<file path="src/rtl/adder_sched_pkg.sv">
// Shared types, defaults and the round-robin pick for the adder scheduler.
package adder_sched_pkg;

    localparam int unsigned DefaultDataW  = 4;
    localparam int unsigned DefaultAddLat = 1;
    localparam int unsigned MaxReq        = 8;
    localparam int unsigned MaxIdxW       = 3;

    typedef enum logic [1:0] {StIdle, StIssue, StWait, StResp} sched_state_t;

    typedef struct packed {
        logic               found;
        logic [MaxIdxW-1:0] idx;
    } rr_pick_t;

    // First set bit of req at or after ptr, wrapping at num_req.
    function automatic rr_pick_t rr_pick(input logic [MaxReq-1:0]  req,
                                         input logic [MaxIdxW-1:0] ptr,
                                         input int unsigned        num_req);
        rr_pick_t    res;
        int unsigned cand;
        res = '0;
        for (int unsigned k = 0; k < MaxReq; k++) begin
            cand = (32'(ptr) + k) % num_req;
            if (k < num_req && !res.found && req[cand[MaxIdxW-1:0]]) begin
                res.found = 1'b1;
                res.idx   = cand[MaxIdxW-1:0];
            end
        end
        return res;
    endfunction

endpackage

</file>
<file path="src/rtl/adder_scheduler_rr_arbiter.sv">
// Combinational round-robin pick; the pointer register lives in the caller.
module rr_arbiter
    import adder_sched_pkg::*;
#(
    parameter int unsigned NUM_REQ = 4,
    parameter int unsigned IDX_W   = $clog2(NUM_REQ)
) (
    input  logic [NUM_REQ-1:0] req,
    input  logic [IDX_W-1:0]   ptr,
    output logic [NUM_REQ-1:0] grant,
    output logic [IDX_W-1:0]   grant_idx,
    output logic               found
);

    rr_pick_t pick;

    always_comb begin
        pick      = rr_pick(MaxReq'(req), MaxIdxW'(ptr), NUM_REQ);
        found     = pick.found;
        grant_idx = pick.idx[IDX_W-1:0];
        grant     = '0;
        if (pick.found) begin
            grant[grant_idx] = 1'b1;
        end
    end

endmodule

</file>
<file path="src/rtl/adder_scheduler.sv">
// Shares one adder between NUM_REQ requesters: accept round-robin, issue, wait out
// the adder latency, then return the captured sum with a one-cycle pulse.
module adder_scheduler
    import adder_sched_pkg::*;
#(
    parameter int unsigned NUM_REQ = 4,
    parameter int unsigned DATA_W  = DefaultDataW,
    parameter int unsigned ADD_LAT = DefaultAddLat
) (
    input  logic                       clk,
    input  logic                       reset,
    input  logic [NUM_REQ-1:0]         req_valid,
    output logic [NUM_REQ-1:0]         req_ready,
    input  logic [NUM_REQ*DATA_W-1:0]  req_a,
    input  logic [NUM_REQ*DATA_W-1:0]  req_b,
    output logic [NUM_REQ-1:0]         rsp_valid,
    output logic [DATA_W:0]            rsp_c,
    output logic [DATA_W-1:0]          add_a,
    output logic [DATA_W-1:0]          add_b,
    output logic                       add_valid,
    input  logic [DATA_W:0]            add_c,
    output logic                       busy,
    output logic [$clog2(NUM_REQ)-1:0] grant_id
);

    localparam int unsigned IdxW = $clog2(NUM_REQ);
    localparam int unsigned CntW = (ADD_LAT > 1) ? $clog2(ADD_LAT) : 1;

    sched_state_t        state_q, state_d;
    logic [IdxW-1:0]     rr_ptr_q, rr_ptr_d;
    logic [IdxW-1:0]     grant_id_q, grant_id_d;
    logic [DATA_W-1:0]   op_a_q, op_a_d;
    logic [DATA_W-1:0]   op_b_q, op_b_d;
    logic [CntW-1:0]     wait_cnt_q, wait_cnt_d;
    logic                add_valid_q, add_valid_d;
    logic [NUM_REQ-1:0]  rsp_valid_q, rsp_valid_d;
    logic [DATA_W:0]     rsp_c_q, rsp_c_d;
    logic                busy_q, busy_d;

    logic [NUM_REQ-1:0]  arb_grant;
    logic [IdxW-1:0]     arb_idx;
    logic                arb_found;

    rr_arbiter #(
        .NUM_REQ (NUM_REQ),
        .IDX_W   (IdxW)
    ) u_rr_arbiter (
        .req       (req_valid),
        .ptr       (rr_ptr_q),
        .grant     (arb_grant),
        .grant_idx (arb_idx),
        .found     (arb_found)
    );

    always_comb begin
        state_d     = state_q;
        rr_ptr_d    = rr_ptr_q;
        grant_id_d  = grant_id_q;
        op_a_d      = op_a_q;
        op_b_d      = op_b_q;
        wait_cnt_d  = wait_cnt_q;
        add_valid_d = 1'b0;
        rsp_valid_d = '0;
        rsp_c_d     = rsp_c_q;
        req_ready   = '0;

        unique case (state_q)
            StIdle: begin
                // Ready is the arbiter winner, so a found winner is always a transfer.
                req_ready = arb_grant & {NUM_REQ{~reset}};
                if (arb_found) begin
                    op_a_d      = req_a[32'(arb_idx)*DATA_W +: DATA_W];
                    op_b_d      = req_b[32'(arb_idx)*DATA_W +: DATA_W];
                    grant_id_d  = arb_idx;
                    rr_ptr_d    = (arb_idx == IdxW'(NUM_REQ-1)) ? '0 : arb_idx + 1'b1;
                    add_valid_d = 1'b1;
                    state_d     = StIssue;
                end
            end
            StIssue: begin
                wait_cnt_d = CntW'(ADD_LAT-1);
                state_d    = StWait;
            end
            StWait: begin
                if (wait_cnt_q == '0) begin
                    rsp_c_d                 = add_c;
                    rsp_valid_d[grant_id_q] = 1'b1;
                    state_d                 = StResp;
                end else begin
                    wait_cnt_d = wait_cnt_q - 1'b1;
                end
            end
            StResp: begin
                state_d = StIdle;
            end
            default: begin
                state_d = StIdle;
            end
        endcase

        busy_d = (state_d != StIdle);
    end

    always_ff @(posedge clk or posedge reset) begin
        if (reset) begin
            state_q     <= StIdle;
            rr_ptr_q    <= '0;
            grant_id_q  <= '0;
            op_a_q      <= '0;
            op_b_q      <= '0;
            wait_cnt_q  <= '0;
            add_valid_q <= 1'b0;
            rsp_valid_q <= '0;
            rsp_c_q     <= '0;
            busy_q      <= 1'b0;
        end else begin
            state_q     <= state_d;
            rr_ptr_q    <= rr_ptr_d;
            grant_id_q  <= grant_id_d;
            op_a_q      <= op_a_d;
            op_b_q      <= op_b_d;
            wait_cnt_q  <= wait_cnt_d;
            add_valid_q <= add_valid_d;
            rsp_valid_q <= rsp_valid_d;
            rsp_c_q     <= rsp_c_d;
            busy_q      <= busy_d;
        end
    end

    assign add_a     = op_a_q;
    assign add_b     = op_b_q;
    assign add_valid = add_valid_q;
    assign rsp_valid = rsp_valid_q;
    assign rsp_c     = rsp_c_q;
    assign busy      = busy_q;
    assign grant_id  = grant_id_q;

endmodule

</file>
<file path="config.mk">
export PLATFORM = sky130hd
export DESIGN_NAME = adder_scheduler
export DESIGN_NICKNAME = d
export VERILOG_FILES = /design/src/rtl/adder_sched_pkg.sv /design/src/rtl/adder_scheduler_rr_arbiter.sv /design/src/rtl/adder_scheduler.sv
export SDC_FILE = /design/constraint.sdc
export NUM_CORES = 1
export LEC_CHECK = 0
export ABC_AREA = 1
export CAP_MARGIN = 40
export CORE_UTILIZATION = 39
export CTS_CLUSTER_DIAMETER = 120
export CTS_CLUSTER_SIZE = 20
export DETAILED_ROUTE_END_ITERATION = 6
export GPL_TIMING_DRIVEN = 0
export PLACE_DENSITY = 0.87
export SYNTH_ARGS = -nofsm -noshare
export SYNTH_HDL_FRONTEND = slang
export SYNTH_SLANG_ARGS = --single-unit
</file>
<file path="constraint.sdc">
create_clock -name clk -period 2 [get_ports clk]
set_input_delay 0.4 -clock clk [delete_from_list [all_inputs] [get_ports clk]]
set_output_delay 0.4 -clock clk [all_outputs]
set_load 0.02 [all_outputs]
</file>
# After elaboration in Yosys (flattened, before gate mapping)

Index checks and enable logic that the tools add are counted.

Register bits: 26
Word-level logic and storage cells: 73

Magnitude comparators: 8
Muxes and demuxes: 28
Bitwise logic cells: 3
Eq/ne operators: 4
Reductions and logical operators: 13
Shift-type cells: 2
Add/subtract/negate cells: 5

Operators with widths:

| kind                                                                                | number |
|---|---|
| 4-bit 2-to-1 mux                                                                    | 8 |
| 16-bit by 5-bit indexed part select with 4-bit output                               | 2 |
| 2-bit by 4-bit < comparator with 1-bit output, second input constant                | 4 |
| 1-bit 2-to-1 mux                                                                    | 9 |
| 1-bit binary-select mux with 2-bit select                                           | 4 |
| 2-bit one-hot mux with 4 select lines                                               | 1 |
| 2-bit equality test, second input constant                                          | 3 |
| 2-bit by 3-bit < comparator with 1-bit output, second input constant                | 2 |
| 2-bit 2-to-1 mux                                                                    | 3 |
| 1-bit logical AND                                                                   | 5 |
| 2-bit by 1-bit adder with 2-bit output, second input constant                       | 2 |
| 2-bit adder, second input constant                                                  | 2 |
| 4-bit AND                                                                           | 1 |
| 1-bit demux with 2-bit select                                                       | 2 |
| 2-bit by 1-bit greater-or-equal comparator with 1-bit output, second input constant | 2 |
| 2-bit AND reduction                                                                 | 2 |
| 2-bit nonzero test                                                                  | 2 |
| 1-bit zero test                                                                     | 3 |
| 2-bit by 1-bit equality test with 1-bit output, second input constant               | 1 |
| 2-bit zero test                                                                     | 1 |
| 1-bit NOT                                                                           | 2 |
| 1-bit one-hot mux with 2 select lines                                               | 1 |
| 1-bit subtractor, second input constant                                             | 1 |

# Depth between registers and ports, before layout

Depth in word-level cells: 19
Gate-level depth with buffers: 14
Gate-level depth less buffers: 13

# Cells and area by module

A second synthesis with hierarchy kept.

Cells, all modules: 246
Area total of the unflattened synthesis: 1,700.4 µm²

By module, submodules not included:

| module          | area each (µm²) | times used | seq. area each (µm²) | cells each |
|---|---|---|---|---|
| adder_scheduler | 1,307.5         | 1          | 625.6                | 172 |
| rr_arbiter      | 392.9           | 1          | 0.0                  | 74 |

# Least setup slack after synthesis

OpenSTA, ideal clock, no wires.

Path type: register to output
Start: register rr_ptr_q[0]
End: output port req_ready[3]
Arrival time: 1.852 ns
Data required time: 1.600 ns
Setup slack: -0.252 ns
Cell stages (with the launch flop): 15
Cells stage by stage: dfrtp_1 -> buf_6 -> nand2_1 -> nand2_2 -> nand2_2 -> nand2_4 -> nor2_8 -> nand3_2 -> nand2_4 -> nand2_4 -> buf_12 -> inv_2 -> ha_1 -> inv_1 -> nor2_1

Cells in the longest elaborated chain, start to end: 19

Ends and longest elaborated chain:

| item                                                                                                                                                       | RTL line                         | RTL |
|---|---|---|
| start: declaration                                                                                                                                         | adder_scheduler.sv:30            | `logic [IdxW-1:0] rr_ptr_q, rr_ptr_d;` |
| start signal: assignment                                                                                                                                   | adder_scheduler.sv:118           | `rr_ptr_q <= rr_ptr_d;` |
| parallel branches: the longest is 11 deep, another holds 2-bit by 1-bit adder with 2-bit output                                                            | --                               |  |
| 4-bit 2-to-1 mux *                                                                                                                                         | adder_sched_pkg.sv:25            | `if (k < num_req && !res.found && req[cand[MaxIdxW-1:0]]) begin` |
| 2-bit by 3-bit < comparator with 1-bit output (implied by the code) / 2-bit by 1-bit greater-or-equal comparator with 1-bit output (equally long branches) | adder_scheduler_rr_arbiter.sv:23 | `grant[grant_idx] = 1'b1;` |
| 1-bit logical AND (implied by the code)                                                                                                                    | adder_scheduler_rr_arbiter.sv:23 |  |
| 1-bit 2-to-1 mux (implied by the code)                                                                                                                     | adder_scheduler_rr_arbiter.sv:23 |  |
| 1-bit demux with 2-bit select                                                                                                                              | --                               |  |
| 4-bit 2-to-1 mux *                                                                                                                                         | adder_scheduler_rr_arbiter.sv:22 | `if (pick.found) begin` |
| 4-bit AND *                                                                                                                                                | adder_scheduler.sv:70            | `req_ready = arb_grant & {NUM_REQ{~reset}};` |
| 4-bit 2-to-1 mux *                                                                                                                                         | adder_scheduler.sv:67            | `unique case (state_q)` |
| end: declaration                                                                                                                                           | adder_scheduler.sv:13            | `output logic [NUM_REQ-1:0] req_ready,` |

Every way passes the cells marked *. The select of a mux whose other input is x is not followed.

# Worst setup path after layout

Ends and elaborated chain as after synthesis.

==> run summary <==
outcome: finished with violations
failing checks: negative setup slack
Longest Clk Path Bufs: 2
RSZ-0062 raised after global routing: true
GP Congestion: 0.941
Peak VDD IR: 986 uV
Pleak: 1.40 nW
placed cell areas: 2500 um^2
I/O pins: 68
largest net degree at the start of global routing: 23
clock sink total: 25
leading area contributor after synthesis: dfrtp_1
Final TNS setup: -2.38 ns
sequential element share of the synthesized area: 0.371
GRT Resource Usage Total: 0.218
Mapped Cells: 221
HP Class: input port to async pin
register bit total from synthesis: 25
CTS clock-pin slew for the worst setup and hold paths: 0.09 ns
Area Growth Syn to Fin: 72.2%
sw frac: 0.509
DR WL/cell: 14.1 um
CTS tree: yes
Cell Int Power: 2.74 mW
ANT cells: 0
Initial Util: 0.412
combinational power share: 0.785
Die W: 67.7 um
H-tree Lvls: 1
Mapped Nets: 268
relative max-transition margin: 0.819
crit path time final: 2.54 ns
kind of critical path: flip-flop to output pin
post-DP HPWL: 3320 um
initial drt markers: 114
Max-Cap Viols: 0
fin crit share: 1.27
synth unique cells: 28
clock skew: 0.00445 ns
fin nets: 358
CTS root buf: clkbuf_8
R2R Setup Slk: -0.06 ns
layout cells sized above 1: 0.329
startpoint types: flip-flop
Switch Pwr: 2.84 mW
Critical Path End Type: output pin
total CTS buffers: 3
via count: 1,818
GRT overflow: 0
Slew @ Worst Pin: 0.271 ns
clock power share: 0.053
Syn Area/Cell: 7.63 um^2
die area: 4590 um^2
first-pass GRT wire length: 7520 um
Die H: 67.7 um
Via density: 5.05
DRT Wirelength: 5080 um
post-layout util: 0.710
top post-synthesis cells by area: dfrtp_1 37%, nand2_1 16%, nand3_1 10%
drt pass-1 iters: 5
sequential share of power: 0.162
Design Area, Final: 2900 um^2
vias in the first global route: 1,717
CORE AREA: 4090 um^2
# hold bufs at CTS: 0
Post-DRT Antenna Nets: 0
worst endpoint required time: 1.60 ns
final hold viol count: 0
initial antenna violation count: 0
number of port buffers: 67
CP Max Fanout: 5
final setup margin: -0.544 ns
share of the synthesized area in the top cell type: 0.371
Slew Limit Fails: 0
Setup-failing EPs final: 13
drt drc: 0
pwr dens: 1920 nW/um^2
Synth warnings: 0
fmax: 393 MHz
mapped cell area: 1690 um^2
worst path arrival time: 2.14 ns
row count: 23
clk_lat worst skew: 0.26 ns
cells by family (layout without fill, tap and decap cells):
logic type	Yosys count	count (layout)	synth area share
buffers and inverters	33	121	0.0950
DFF	25	25	0.371
adders and majority gates	4	4	0.0297
and+or+nand+nor	152	153	0.478
AOI/OAI and AO/OA	7	7	0.0260
Yosys cell counts:
master	instances
buf_12	1
buf_6	1
nor2_2	2
nor2_8	1
dfrtp_1	25
nand2_4	4
nand3_1	35
inv_2	5
nor3_1	4
a21oi_1	1
nor2_1	3
nand3_2	3
buf_2	1
o21bai_1	1
inv_1	21
o21ai_1	2
o21ai_0	1
nor2_4	1
ha_1	4
nand3b_1	9
nand2_2	16
clkinv_1	1
buf_4	3
o21a_1	1
o21ai_2	1
nand2_1	70
nor3_2	3
nand3b_4	1
path summary, 6_finish.rpt:
path	from	endpoint	cells past startpoint
min reg2reg	rsp_c[0]	rsp_c[0]	2
max	rr_ptr_q[0]	req_ready[3]	15
min	reset	rsp_valid[0]	2
max reg2reg	rr_ptr_q[0]	add_a[1]	14
min in group clk	rsp_c[0]	rsp_c[0]	2
max in group asynchronous	reset	rr_ptr_q[0]	3
per-layer routing:
| metal | up-vias | wire (um) | track usage |
|---|---|---|---|
| li1 | 881 | - | - |
| met1 | 846 | 2030 | 0.250 |
| met2 | 79 | 2680 | 0.410 |
| met3 | 12 | 280 | 0.0321 |
| met4 | 0 | 92 | 0.0612 |
| met5 | - | 0 | 0 |
power groups by stage:
| stage | logic (mW) | clock network (mW) | registers [mW] |
|---|---|---|---|
| 4_1_cts | 3.89 | 0.299 | 0.901 |
| 6_report | 4.38 | 0.295 | 0.907 |
| 3_5_place_dp | 3.39 | 0 | 0.888 |
| 2_1_floorplan | 2.22 | 0 | 1.09 |
| 3_3_place_gp | 3.28 | 0 | 0.878 |
| 5_1_grt | 4.72 | 0.318 | 0.935 |
area by class of cell:
class | instances | area [um^2]
clock buffers | 3 | 41.3
fillers | 319 | 1180
repair buffers | 85 | 861
plain buffers | 4 | 41.3
repair inverters | 1 | 5.00
inverters | 27 | 131
multi-input cells | 164 | 1130
well taps | 50 | 62.6
clock inverters | 1 | 5.00
flip-flops and latches | 25 | 628
flip-flops by register name, summed over array words and instances, names as in the netlist:
signal / flops
state_q: 2
busy: 1
add_b: 4
add_valid: 1
grant_id: 2
add_a: 4
rsp_c: 5
rsp_valid: 4
rr_ptr_q: 2
placed cells by master, fill, tap and decap left out, types with 9 or more instances in the layout:
| cell | instances |
|---|---|
| nand2_4 | 13 |
| buf_6 | 11 |
| nand3_1 | 27 |
| dfrtp_1 | 23 |
| inv_1 | 17 |
| nand3_2 | 9 |
| clkdlybuf4s50_1 | 59 |
| nand2_2 | 20 |
| nand3b_1 | 9 |
| nand2_1 | 55 |
| buf_4 | 12 |
worst max-delay path: stages (launching register included):
cell and delay (ns):
dfrtp_2 0.49, buf_6 0.17, nand2_4 0.07, nand2_4 0.07
nand2_4 0.08, nand2_4 0.06, nor2_8 0.17, nand3_2 0.10
nand2_2 0.10, nor2_4 0.05, buf_6 0.13, inv_8 0.06
ha_4 0.12, inv_2 0.03, nor2_4 0.07, buf_6 0.12
stage by stage:
stage,hold WS [ns],power (mW),setup WS [ns],instances
2_1_floorplan,0.436,3.31,-0.116,221
3_3_place_gp,0.455,4.15,-1.25,338
3_5_place_dp,0.458,4.28,-1.22,339
4_1_cts,0.480,5.09,-0.452,354
5_1_grt,0.497,5.98,-0.611,360
6_report,0.476,5.58,-0.544,360
timing repair:
item / CTS / global route
pin swaps: 13 / 22
cloned: 1 / 2
resized for setup: 63 / 27
setup buffers: 11 / 5
endpoints found under the setup margin: 5 / 13
No activity file was read; power rests on OpenSTA's default activity.
==> patch, RTL diff (same flow settings) <==
`op_a_q` and `op_b_q` no longer have a reset.
--- a/src/rtl/adder_scheduler.sv
+++ b/src/rtl/adder_scheduler.sv
@@ -106,8 +106,6 @@
             state_q     <= StIdle;
             rr_ptr_q    <= '0;
             grant_id_q  <= '0;
-            op_a_q      <= '0;
-            op_b_q      <= '0;
             wait_cnt_q  <= '0;
             add_valid_q <= 1'b0;
             rsp_valid_q <= '0;
@@ -117,14 +115,17 @@
             state_q     <= state_d;
             rr_ptr_q    <= rr_ptr_d;
             grant_id_q  <= grant_id_d;
-            op_a_q      <= op_a_d;
-            op_b_q      <= op_b_d;
             wait_cnt_q  <= wait_cnt_d;
             add_valid_q <= add_valid_d;
             rsp_valid_q <= rsp_valid_d;
             rsp_c_q     <= rsp_c_d;
             busy_q      <= busy_d;
         end
+    end
+
+    always_ff @(posedge clk) begin
+        op_a_q <= op_a_d;
+        op_b_q <= op_b_d;
     end
 
     assign add_a     = op_a_q;
Check against the original RTL: not equivalent (a bounded check fails within 4 cycles, from zero or initial values and one cycle with reset high).
==> patch against the original RTL <==
  * Area after synthesis down 2.5%
  * Cell area down 0.56%
  * Setup slack got worse by 0.093 ns
  * The flow still finishes with violations (negative setup slack)
  * Wire length up 4.2%
  * Via count stayed put
  * Worst hold slack improved by 0.013 ns
  * Highest routed layer unchanged
  * Power increased by 6.4%
  * Sequential cell count stayed put
==> patch: results (changes against the original RTL) <==
status finished, violations left; failing checks negative setup slack; worst ir drop on vdd 0.0009267 V (-6.0%); R2R depth 19 (+5); adder-cell share of the synthesized area 0.03046 (+0.0007690); Clock Skew 0.005548 ns (+0.001099 ns); CP Max Fanout 5 (unchanged); DR iter-0 viols 133 (+17%); class of the worst hold path flop to flop; layout cells sized above 1 0.3427 (+0.01365); GRT Util Overall 0.2195 (+0.001841); met2 WL 2972 microns (+11%); wl on met1 1937 microns (-4.6%); CTS Buf Count 3 (unchanged); WHS 0.4889 ns (+0.01266 ns); static leakage 1.451 nW (+3.3%); WL met3 218 microns (-22%); synthesized net count 271 (+1.1%); EDFF count, synth 8 (+8); Cell variety after synth 25 (-11%); Slew HR 0.5434 (-0.2756); Filler Cells Inserted 279 (-13%); slowest cell on the critical path dfrtp_1; Synth area leaders dfrtp_1 26%, nand2_1 18%, edfxtp_1 15%; DP HPWL 2972 microns (-10%); Worst-Skew Late Latency 0.28 ns (+0.02 ns); # setup viols final 13 (unchanged); GPL Wtd Cong 0.8974 (-4.6%); Vias/cell 4.900 (-3.0%); Worst R2R End add_b[2]; largest net degree at the start of global routing 20 (-13%); WP data arrival 2.24 ns (+0.10 ns); Post-synth ARST share 0.6800 (-0.3200); compound-cell area share of the yosys netlist 0.02970 (+0.003719); Post-synth top cells 79 x nand2_1, 32 x inv_1, 27 x nand3_1; sequential-to-total area share from yosys stat 0.4052 (+0.03398); vias in the first global route 1689 (-1.6%); first-pass GRT wire length 7341 microns (-2.4%); FF-to-FF setup slack -0.59 ns (-0.53 ns); Detailed Routing Iterations Pass 1 4 (-1); Total Wirelength 5295 microns (+4.2%); fin nets 369 (+3.1%); peak per-stage delay on the critical path 0.46 ns (-0.03 ns); PnR worst setup slack -0.6372 ns (-0.09341 ns)
## patch: kinds of logic after synthesis
group,after synthesis
simple gates,143
buf+inv,44
flops,25
compound gates,8
fa+ha+maj,4
## patch: what timing repair did
item / 4_1_cts / 5_1_grt
cloned: 1 / 0
gates resized for setup: 49 / 45
pin swaps: 20 / 21
buffers inserted: 20 / 7
endpoints found under the setup margin: 5 / 13
## patch: worst max path at each step
| stage | startpoint | endpoint | slack, ns | cells after the start |
|---|---|---|---|---|
| CTS | rr_ptr_q[0] | req_ready[3] | -0.47 | 15 |
| floorplan | rr_ptr_q[0] | req_ready[3] | -0.04 | 14 |
| finish | rr_ptr_q[0] | req_ready[3] | -0.64 | 15 |
| detailed placement | req_valid[0] | req_ready[3] | -1.09 | 15 |
| global route | rr_ptr_q[0] | req_ready[3] | -0.73 | 15 |
| global placement | req_valid[2] | req_ready[1] | -1.06 | 12 |
## patch: area by class of cell
class | instances | share of cell area
clock buffers | 3 | 0.01431
well taps | 50 | 0.02168
multi-input cells | 155 | 0.3356
flip-flops and latches | 25 | 0.2311
repair buffers | 94 | 0.3161
plain buffers | 6 | 0.02732
inverters | 37 | 0.05074
clock inverters | 1 | 0.003036
## patch: worst min-delay path: cells and delay by family (launching register included)
| family | cells | cell delay, ns |
|---|---|---|
| AND/OR/NAND/NOR | 2 | 0.10 |
| flip-flops | 1 | 0.36 |
## patch: through the flow
step / total power [mW] / cell area [sq um] / setup TNS, ns / std cells / setup slack, ns
3_5_place_dp: 4.104 / 2395 / -6.502 / 341 / -1.093
5_1_grt: 6.358 / 2885 / -5.150 / 371 / -0.7323
6_report: 5.944 / 2885 / -3.898 / 371 / -0.6372
2_1_floorplan: 3.196 / 1662 / -0.1275 / 224 / -0.04122
3_3_place_gp: 4.014 / 2395 / -5.949 / 341 / -1.061
4_1_cts: 5.212 / 2678 / -2.457 / 366 / -0.4736
## patch: per-layer routing
metal  vias up  GRT usage
met3        13    0.01884
met4         0     0.1011
met2        61     0.4053
met1       865     0.2516
li1        879          -
met5         -          0
## patch: where the power goes
part           switching, mW  leakage (nW)  internal (mW)
Clock                  0.176        0.0261          0.146
Sequential             0.134         0.286          0.870
Combinational           2.52          1.14           2.10
